==> config.mk <==
export PLATFORM = sky130hd
export DESIGN_NAME = cordic_sequencer
export DESIGN_NICKNAME = d
export VERILOG_FILES = /design/src/rtl/cordic_sequencer.sv
export SDC_FILE = /design/constraint.sdc
export NUM_CORES = 1
export LEC_CHECK = 0
export CORE_MARGIN = 5
export CORE_UTILIZATION = 38
export DETAILED_ROUTE_END_ITERATION = 7
export HOLD_SLACK_MARGIN = 0.02
export SETUP_SLACK_MARGIN = 0.15
export SLEW_MARGIN = 20
export SYNTH_ARGS = -nofsm -noshare
export SYNTH_HDL_FRONTEND = slang
export SYNTH_SLANG_ARGS = --single-unit
==> constraint.sdc <==
create_clock -name Clk -period 3.3 [get_ports Clk]
set_input_delay 0.495 -clock Clk [delete_from_list [all_inputs] [get_ports Clk]]
set_output_delay 0.495 -clock Clk [all_outputs]
set_load 0.03 [all_outputs]
==> src/rtl/cordic_sequencer.sv <==
// ---------------------------------------------------------------------------
// cordic_sequencer
// Control sequencer for an iterative CORDIC sine/cosine core. A 16-bit phase
// word is accepted over a valid/ready handshake and folded into the first
// quadrant. The shared shift-add datapath is then driven through one LOAD
// step and ITERATIONS micro-rotations. The quadrant negate flags are then
// presented to post-processing under an output valid/ready handshake.
// ---------------------------------------------------------------------------
module cordic_sequencer #(
   parameter int ITERATIONS = 16,
   parameter int IDX_W      = 4
) (
   input  logic             Clk,
   input  logic             Rst_n,
   input  logic             Clear_in,
   input  logic [15:0]      Phase_in,
   input  logic             In_valid,
   output logic             In_ready,
   output logic             Dp_load,
   output logic [15:0]      Dp_angle,
   output logic             Dp_iter_en,
   output logic [IDX_W-1:0] Dp_iter_idx,
   output logic             Out_valid,
   input  logic             Out_ready,
   output logic             Cos_negate,
   output logic             Sin_negate,
   output logic             Busy
);

   typedef enum logic [1:0] {
      S_IDLE = 2'd0,
      S_LOAD = 2'd1,
      S_ITER = 2'd2,
      S_DONE = 2'd3
   } state_t;

   localparam logic [IDX_W-1:0] ITER_LAST = IDX_W'(ITERATIONS - 1);

   state_t           r_state;
   logic             r_load;
   logic             r_iterEn;
   logic [IDX_W-1:0] r_iterIdx;
   logic             r_outValid;
   logic             r_busy;
   logic [15:0]      r_angle;
   logic             r_cosNeg;
   logic             r_sinNeg;

   logic [15:0]      w_foldAngle;
   logic             w_foldCos;
   logic             w_foldSin;
   logic             w_accept;

   // Quadrant fold of the incoming phase; the subtractions wrap modulo 2^16,
   // which is exactly the 17-bit result truncated to 16 bits.
   always_comb begin
      w_foldAngle = Phase_in;
      w_foldCos   = 1'b0;
      w_foldSin   = 1'b0;
      unique case (Phase_in[15:14])
         2'd0: begin
            w_foldAngle = Phase_in;
            w_foldCos   = 1'b0;
            w_foldSin   = 1'b0;
         end
         2'd1: begin
            w_foldAngle = 16'h8000 - Phase_in;
            w_foldCos   = 1'b1;
            w_foldSin   = 1'b0;
         end
         2'd2: begin
            w_foldAngle = Phase_in - 16'h8000;
            w_foldCos   = 1'b1;
            w_foldSin   = 1'b1;
         end
         2'd3: begin
            w_foldAngle = 16'h0000 - Phase_in;
            w_foldCos   = 1'b0;
            w_foldSin   = 1'b1;
         end
         default: begin
            w_foldAngle = Phase_in;
            w_foldCos   = 1'b0;
            w_foldSin   = 1'b0;
         end
      endcase
   end

   // Ready is the only combinational output: in DONE it follows Out_ready so
   // a new phase can be taken on the same edge as the result handshake.
   // An abort suppresses it so a clear never coincides with an acceptance.
   always_comb begin
      In_ready = 1'b0;
      if (!Clear_in) begin
         if (r_state == S_IDLE) begin
            In_ready = 1'b1;
         end else if (r_state == S_DONE) begin
            In_ready = Out_ready;
         end
      end
   end

   assign w_accept = In_ready && In_valid;

   // Main sequencer: state, strobes, index and latched fold results.
   always_ff @(posedge Clk or negedge Rst_n) begin
      if (!Rst_n) begin
         r_state    <= S_IDLE;
         r_load     <= 1'b0;
         r_iterEn   <= 1'b0;
         r_iterIdx  <= '0;
         r_outValid <= 1'b0;
         r_busy     <= 1'b0;
         r_angle    <= 16'h0000;
         r_cosNeg   <= 1'b0;
         r_sinNeg   <= 1'b0;
      end else if (Clear_in) begin
         r_state    <= S_IDLE;
         r_load     <= 1'b0;
         r_iterEn   <= 1'b0;
         r_iterIdx  <= '0;
         r_outValid <= 1'b0;
         r_busy     <= 1'b0;
      end else begin
         unique case (r_state)
            S_IDLE: begin
               if (w_accept) begin
                  r_angle  <= w_foldAngle;
                  r_cosNeg <= w_foldCos;
                  r_sinNeg <= w_foldSin;
                  r_load   <= 1'b1;
                  r_busy   <= 1'b1;
                  r_state  <= S_LOAD;
               end
            end
            S_LOAD: begin
               r_load    <= 1'b0;
               r_iterEn  <= 1'b1;
               r_iterIdx <= '0;
               r_state   <= S_ITER;
            end
            S_ITER: begin
               if (r_iterIdx == ITER_LAST) begin
                  r_iterEn   <= 1'b0;
                  r_iterIdx  <= '0;
                  r_outValid <= 1'b1;
                  r_state    <= S_DONE;
               end else begin
                  r_iterIdx <= r_iterIdx + IDX_W'(1);
               end
            end
            S_DONE: begin
               if (Out_ready) begin
                  r_outValid <= 1'b0;
                  if (w_accept) begin
                     r_angle  <= w_foldAngle;
                     r_cosNeg <= w_foldCos;
                     r_sinNeg <= w_foldSin;
                     r_load   <= 1'b1;
                     r_state  <= S_LOAD;
                  end else begin
                     r_busy  <= 1'b0;
                     r_state <= S_IDLE;
                  end
               end
            end
            default: begin
               r_state    <= S_IDLE;
               r_load     <= 1'b0;
               r_iterEn   <= 1'b0;
               r_iterIdx  <= '0;
               r_outValid <= 1'b0;
               r_busy     <= 1'b0;
            end
         endcase
      end
   end

   assign Dp_load     = r_load;
   assign Dp_angle    = r_angle;
   assign Dp_iter_en  = r_iterEn;
   assign Dp_iter_idx = r_iterIdx;
   assign Out_valid   = r_outValid;
   assign Cos_negate  = r_cosNeg;
   assign Sin_negate  = r_sinNeg;
   assign Busy        = r_busy;

endmodule

==> results of run 1 <==
[critical path, cell delays in order (launching register included)]
cell	delay [ns]
dfrtp_1	0.42
inv_1	0.13
ha_1	0.27
a21oi_1	0.06
nor2_1	0.16
clkdlybuf4s50_1	0.70
[cell usage after synthesis (2+ instances only)]
master,n
buf_2,2
nand3_1,4
a31oi_1,5
nor3_1,7
o21ai_0,10
a22oi_1,3
nor3b_1,2
or4_1,2
or4_4,2
a21o_1,3
a21oi_1,19
or2_2,2
o31ai_1,3
or3b_2,2
nor4_2,3
ha_1,12
nor4_4,2
inv_1,10
o21a_1,4
nand4_1,2
nor4_1,3
and2_1,5
dfrtp_1,28
mux2i_1,6
nor2_1,38
nand2_1,10
a211oi_1,4
clkbuf_1,7
[through the flow]
step           hold slack, ns  cells  instance area (um^2)  worst slack [ns]
2_1_floorplan           0.199    218                  1910              1.41
3_3_place_gp            0.492    325                  2440             0.655
3_5_place_dp            0.489    325                  2440             0.661
4_1_cts                 0.513    328                  2480             0.760
5_1_grt                 0.549    328                  2480             0.663
6_report                0.506    328                  2480             0.772
[cells by family after synthesis]
group	share of synthesized area, %
XOR/XNOR	0.458
AO/OA/AOI/OAI	21.8
AND/OR/NAND/NOR	25.1
flip-flops	36.6
adder cells (fa/ha/maj)	7.84
multiplexers	3.73
buffers and inverters	4.44
[cell usage in the layout (no fill, tap or decap), types with 3 or more instances in the layout]
master / instances
a211oi_1: 4
a21o_1: 3
a21oi_1: 19
a22oi_1: 3
a31oi_1: 5
and2_1: 5
buf_4: 3
clkbuf_8: 3
clkdlybuf4s50_1: 47
dfrtp_1: 28
ha_1: 12
inv_1: 10
mux2i_1: 6
nand2_1: 10
nand3_1: 4
nor2_1: 38
nor3_1: 7
nor4_1: 3
nor4_2: 3
o21a_1: 4
o21ai_0: 10
o31ai_1: 3
[registers in the layout (all words and copies together) (netlist names)]
| signal | count |
|---|---|
| Dp_iter_en | 1 |
| Cos_negate | 1 |
| Sin_negate | 1 |
| Busy | 1 |
| Dp_iter_idx | 4 |
| Dp_angle | 16 |
| Dp_load | 1 |
| r_state | 2 |
| Out_valid | 1 |
[routing by layer]
layer  vias up  GRT usage, %  wire (um)  share of wire [%]
li1        883             -          -                  -
met4         0          2.03         23               0.50
met5         -             0          0                  0
met2        36          27.0       2290                 50
met3         4          3.66        241                5.3
met1       777          18.4       2020                 44
[final timing paths]
check                             startpoint              to  slack, ns  depth (start not counted)
worst max-delay path              r_state[0]        In_ready       0.77                          5
worst min-delay path            Dp_angle[11]    Dp_angle[11]       0.51                          1
worst max register to register    r_state[0]      Cos_negate       1.32                          6
worst min register to register  Dp_angle[11]    Dp_angle[11]       0.51                          1
max in group asynchronous              Rst_n     Dp_angle[8]       2.44                          2
min in group asynchronous              Rst_n  Dp_iter_idx[2]       0.60                          2
[layout make-up]
cell class | count | area share (%)
multi-input cells | 170 | 45.4
well taps | 67 | 3.37
flip-flops and latches | 28 | 28.2
repair buffers | 50 | 19.8
clock buffers | 3 | 1.66
inverters | 10 | 1.51
[power breakdown]
part | leakage [nW] | switching [mW] | internal [mW]
clock | 0.0216 | 0.108 | 0.0822
sequential | 0.342 | 0.0839 | 0.483
combinational | 0.629 | 0.598 | 0.427
==> key figures, run 1 <==
Yosys
  – Avg Inst Size Synth: 8.78 um^2
  – Syn_nets: 251
  – FF+latch count, synth: 28
  – Syn Inst Count: 218
  – Top cell type's share of synthesized area: 36.6%
  – Synth Warn #: 0
  – Seq/Total Area, Yosys: 36.6%
  – Synth area leader: dfrtp_1
  – Synth area leaders: dfrtp_1, ha_1, nor2_1
  – Unique cell type count in the Yosys netlist: 46
  – Post-Syn Area: about 1900 um^2
  – Fraction of registers with async set/reset: 100%
  – Top FF cell, synth: dfrtp_1
  – Post-synth EDFFs: 0

Timing
  – Max Transition Viols Final: 0
  – Slew HR: 55.2%
  – Layout Skew: 0.00392 ns
  – RSZ-0062 raised after global routing: false
  – Max Fclk: 396 MHz
  – Setup violations, final: 0
  – Final hold violations: 0
  – Worst slew pin tran: 0.671 ns
  – Final period util: 76.6%
  – Setup TNS: 0 ns
  – Final min period: 2.53 ns

Layout
  – Number of antenna diodes: 0
  – Area growth, synth to finish: 29.8%
  – Multi-input logic area: 1130 um^2
  – # fillers: 492
  – Nets: between 200 and 300
  – Share of cells above drive strength 1: between 8 and 9%
  – Share of the core filled with cells: 51.6%
  – Register area: 701 um^2

Critical path
  – Worst Path Max Fanout: 6
  – Crit. End Element: output port
  – Critical Path Start Type: flip-flop
  – Critical path class: flip-flop to output port
  – Required @ worst endpoint: 2.80 ns
  – Crit path DAT: just over 2 ns

GRT
  – Gr usage total: 15.0%
  – Global-route wire length before repair: 7840 um
  – Vias in the first global route: 1,687
  – Antenna violations before repair: 0
  – Grt ovf: 0
  – Pin count of the biggest net entering global routing: 37

Floorplan
  – Initial cell density of the core: 39.7%
  – Core footprint: between 4000 and 5000 um^2
  – Row cnt: 25
  – # IOs: 48
  – Full die area: ~6600 um^2
  – Die width: 81.0 um
  – Die Span Y: 81.0 um

Clock tree
  – Htree depth: 1
  – Number of clock sinks: 28
  – Hold_buf cts: 0
  – Clk pin slew, worst setup/hold paths: 0.10 ns
  – Root Buffer: clkbuf_8
  – Clk Latency, worst-skew pair: 0.28 ns
  – Post-CTS Setup Bufs: 0
  – Num CTS Buffers: 3
  – TritonCTS clock tree: yes
  – CTS max path bufs: 2
  – CTS-repair resized insts: 0

Power and ir drop
  – Total power: between 1.5 and 2 mW
  – P per Cell Area: 717 nW/um^2
  – Leak: between 0.9 and 1 nW
  – Worst IR drop on VDD: 388 uV

Drt
  – Detailed-route DRC error count: 0
  – Drt first pass iters: 4
  – Via count: 1,700
  – Routed length per instance: ~14 um
  – Final ANT Viol Nets: 0
  – Number of DRC markers in iteration 0: 40
  – Wirelength, routed: 4570 um
  – Via density: around 5.2

Job
  – Max cap viols: 0

Run status
  – Status: completed

Placed design
  – Port Buffers: 47
  – HPWL Detailed: about 3400 um
  – Final Wtd Congestion: between 0.7 and 0.8

Min path
  – Hold Crit Class: flip-flop to flip-flop
(Power assumes the default switching activity.)
==> inputs of run 2 (changes only) <==
Settings changed: PLACE_DENSITY set to 0.67.
Clock period 3.3 ns to 2.1 ns, I/O delays scaled along.
==> key figures, run 2 (same netlist as run 1, synthesis figures left out) <==
Run status
  – Status: completed

Power and ir drop
  – Sw Ratio: 42.6% (-1.7 points)
  – Worst IR drop on VDD: 584 uV (+51%)
  – Combinational share of power: 56.4% (-1.1 points)
  – Sequential power share: 29.0% (-2.8 points)
  – Total power: 3.08 mW (+73%)
  – Leak: 1.20 nW (+21%)
  – P per Cell Area: 1080 nW/um^2 (+51%)
  – P_int: 1.77 mW (+78%)
  – Total net switching power: 1.31 mW (+66%)
  – Clock power frac: 14.5% (+3.8 points)

GRT
  – Gr usage total: 16.6% (+1.6 points)
  – Antenna violations before repair: 0 (unchanged)
  – Grt ovf: 0 (unchanged)
  – Pin count of the biggest net entering global routing: 32 (-14%)
  – Vias in the first global route: 1,888 (+12%)
  – Global-route wire length before repair: 8670 um (+11%)

Placed design
  – Final Wtd Congestion: 0.839 (+5.0%)
  – Placed Area: 2720 um^2 (+11%)
  – HPWL Detailed: 3830 um (+12%)
  – Dpl ws: -0.206 ns (-0.866 ns)
  – Port Buffers: 47 (unchanged)

Layout
  – Area growth, synth to finish: 49.0%
  – Share of cells above drive strength 1: 22.5% (+14 points)
  – Nets: 332 (+12%)
  – Largest register FFs: 16 (unchanged)
  – Commonest non-fill, non-tap cells in the layout: clkdlybuf4s50_1, buf_4, nor2_1, dfrtp_1, a21oi_1
  – Post-route cell area: 2850 um^2 (+15%)
  – Leading cell type in the layout, fill and taps excluded: clkdlybuf4s50_1
  – Number of antenna diodes: 0 (unchanged)

Drt
  – Final ANT Viol Nets: 0 (unchanged)
  – Via density: 5.26 (+1.4%)
  – Drt first pass iters: 4 (unchanged)
  – Routed length per instance: 14.0 um (+0.61%)
  – Number of DRC markers in iteration 0: 74 (+85%)
  – Via count: 1,919 (+13%)
  – Wirelength, routed: 5120 um (+12%)
  – Detailed-route DRC error count: 0 (unchanged)

Timing
  – Final hold violations: 0 (unchanged)
  – Final period util: between 90% and 100%
  – Max Transition Viols Final: 0 (unchanged)
  – Max Fclk: 527 MHz
  – Final min period: between 1.5 and 2 ns
  – RSZ-0062 raised after global routing: true
  – Slew HR: 72.3% (+17 points)
  – Layout Skew: 0.00272 ns (-0.00120 ns)
  – Worst slew pin tran: 0.416 ns (-0.256 ns)
  – Final worst slack: 0.201 ns (-0.571 ns)
  – Setup violations, final: 0 (unchanged)

Min path
  – Hold Crit Class: input pin to asynchronous set/reset pin

Clock tree
  – Htree depth: 1 (unchanged)
  – TritonCTS clock tree: yes
  – CTS max path bufs: 2 (unchanged)
  – Number of clock sinks: 28 (unchanged)
  – Clk pin slew, worst setup/hold paths: 0.11 ns (about the same)
  – Num CTS Buffers: 3 (unchanged)
  – Root Buffer: clkbuf_8
  – Post-CTS Setup Bufs: 0 (unchanged)
  – Hold_buf cts: 0 (unchanged)
  – Clk Latency, worst-skew pair: 0.28 ns (about the same)

Floorplan
  – Core footprint: 4820 um^2 (unchanged)
  – Die Span Y: 81.0 um (unchanged)
  – Initial cell density of the core: 39.7% (unchanged)
  – Die width: 81.0 um (unchanged)
  – # IOs: 48 (unchanged)
  – Row cnt: 25 (unchanged)
  – Full die area: 6560 um^2 (unchanged)

Critical path
  – CP bufs+invs: 1 (-1)
  – Critical-path top delay cell: or4_4
  – CP max stage delay: 0.60 ns (-0.10 ns)
  – Crit path DAT: 2.08 ns (+0.05 ns)
  – Worst Path Max Fanout: 4 (-2)
  – Crit. End Element: flip-flop
  – Top Family by Delay on Critical Path: simple AND/OR/NAND/NOR gates
  – Required @ worst endpoint: 2.28 ns (-0.52 ns)
  – Critical Path Start Type: input pin
  – Sequence of cells on the critical path: clkdlybuf4s50_1 -> or4_4 -> nor4_2 -> nor3_1 -> o32a_1
  – Critical path class: input pin to flip-flop

Job
  – Max cap viols: 0 (unchanged)
-- run 2: routing by layer --
metal / vias to the layer above / wire length [um] / track usage (%) / part of all wire (%)
met4: 0 / 69 / 3.72 / 1.3
met1: 901 / 2280 / 21.1 / 45
li1: 955 / - / - / -
met5: - / 0 / 0 / 0
met2: 54 / 2490 / 29.1 / 49
met3: 9 / 273 / 2.99 / 5.3
-- run 2: metrics by stage --
| stage | setup TNS (ns) | instances | hold slack (ns) | util [%] |
|---|---|---|---|---|
| final | 0 | 365 | 0.399 | 59.2 |
| after CTS | 0 | 365 | 0.427 | 58.5 |
| after global placement | -1.31 | 361 | 0.495 | 56.5 |
| after detailed placement | -1.70 | 361 | 0.499 | 56.5 |
| after floorplan | 0 | 218 | 0.0194 | - |
| after global routing | 0 | 365 | 0.453 | 59.2 |
-- run 2: worst paths after layout --
path | start | to | slack (ns) | cells past startpoint
worst max-delay path | Phase_in[6] | Dp_angle[11] | 0.20 | 5
worst min-delay path | Rst_n | Dp_iter_idx[1] | 0.40 | 2
worst max register to register | r_state[0] | Cos_negate | 0.28 | 5
worst min register to register | Dp_angle[11] | Dp_angle[11] | 0.52 | 1
max in group asynchronous | Rst_n | Dp_angle[2] | 1.43 | 2
min in group Clk | Dp_angle[11] | Dp_angle[11] | 0.52 | 1
-- run 2: final cells by class --
class,count,area (um^2)
inverters,10,37.5
clock inverters,1,30.0
flip-flops and latches,28,701
well taps,67,83.8
repair buffers,86,773
clock buffers,3,41.3
fillers,454,1970
multi-input cells,170,1180
-- run 2: power by group through the flow --
stage,sequential (mW),combinational [mW],clock (mW)
after floorplan,1.29,0.614,0
after global placement,0.903,1.71,0
after detailed placement,0.902,1.74,0
after CTS,0.898,1.74,0.452
after global routing,0.933,1.88,0.474
final,0.895,1.74,0.448
-- run 2: what timing repair did --
item                                    in CTS  in global routing
gates resized for setup                      4                 10
pin swaps                                    1                  3
endpoints found under the setup margin       2                 16
gates cloned                                 0                  0
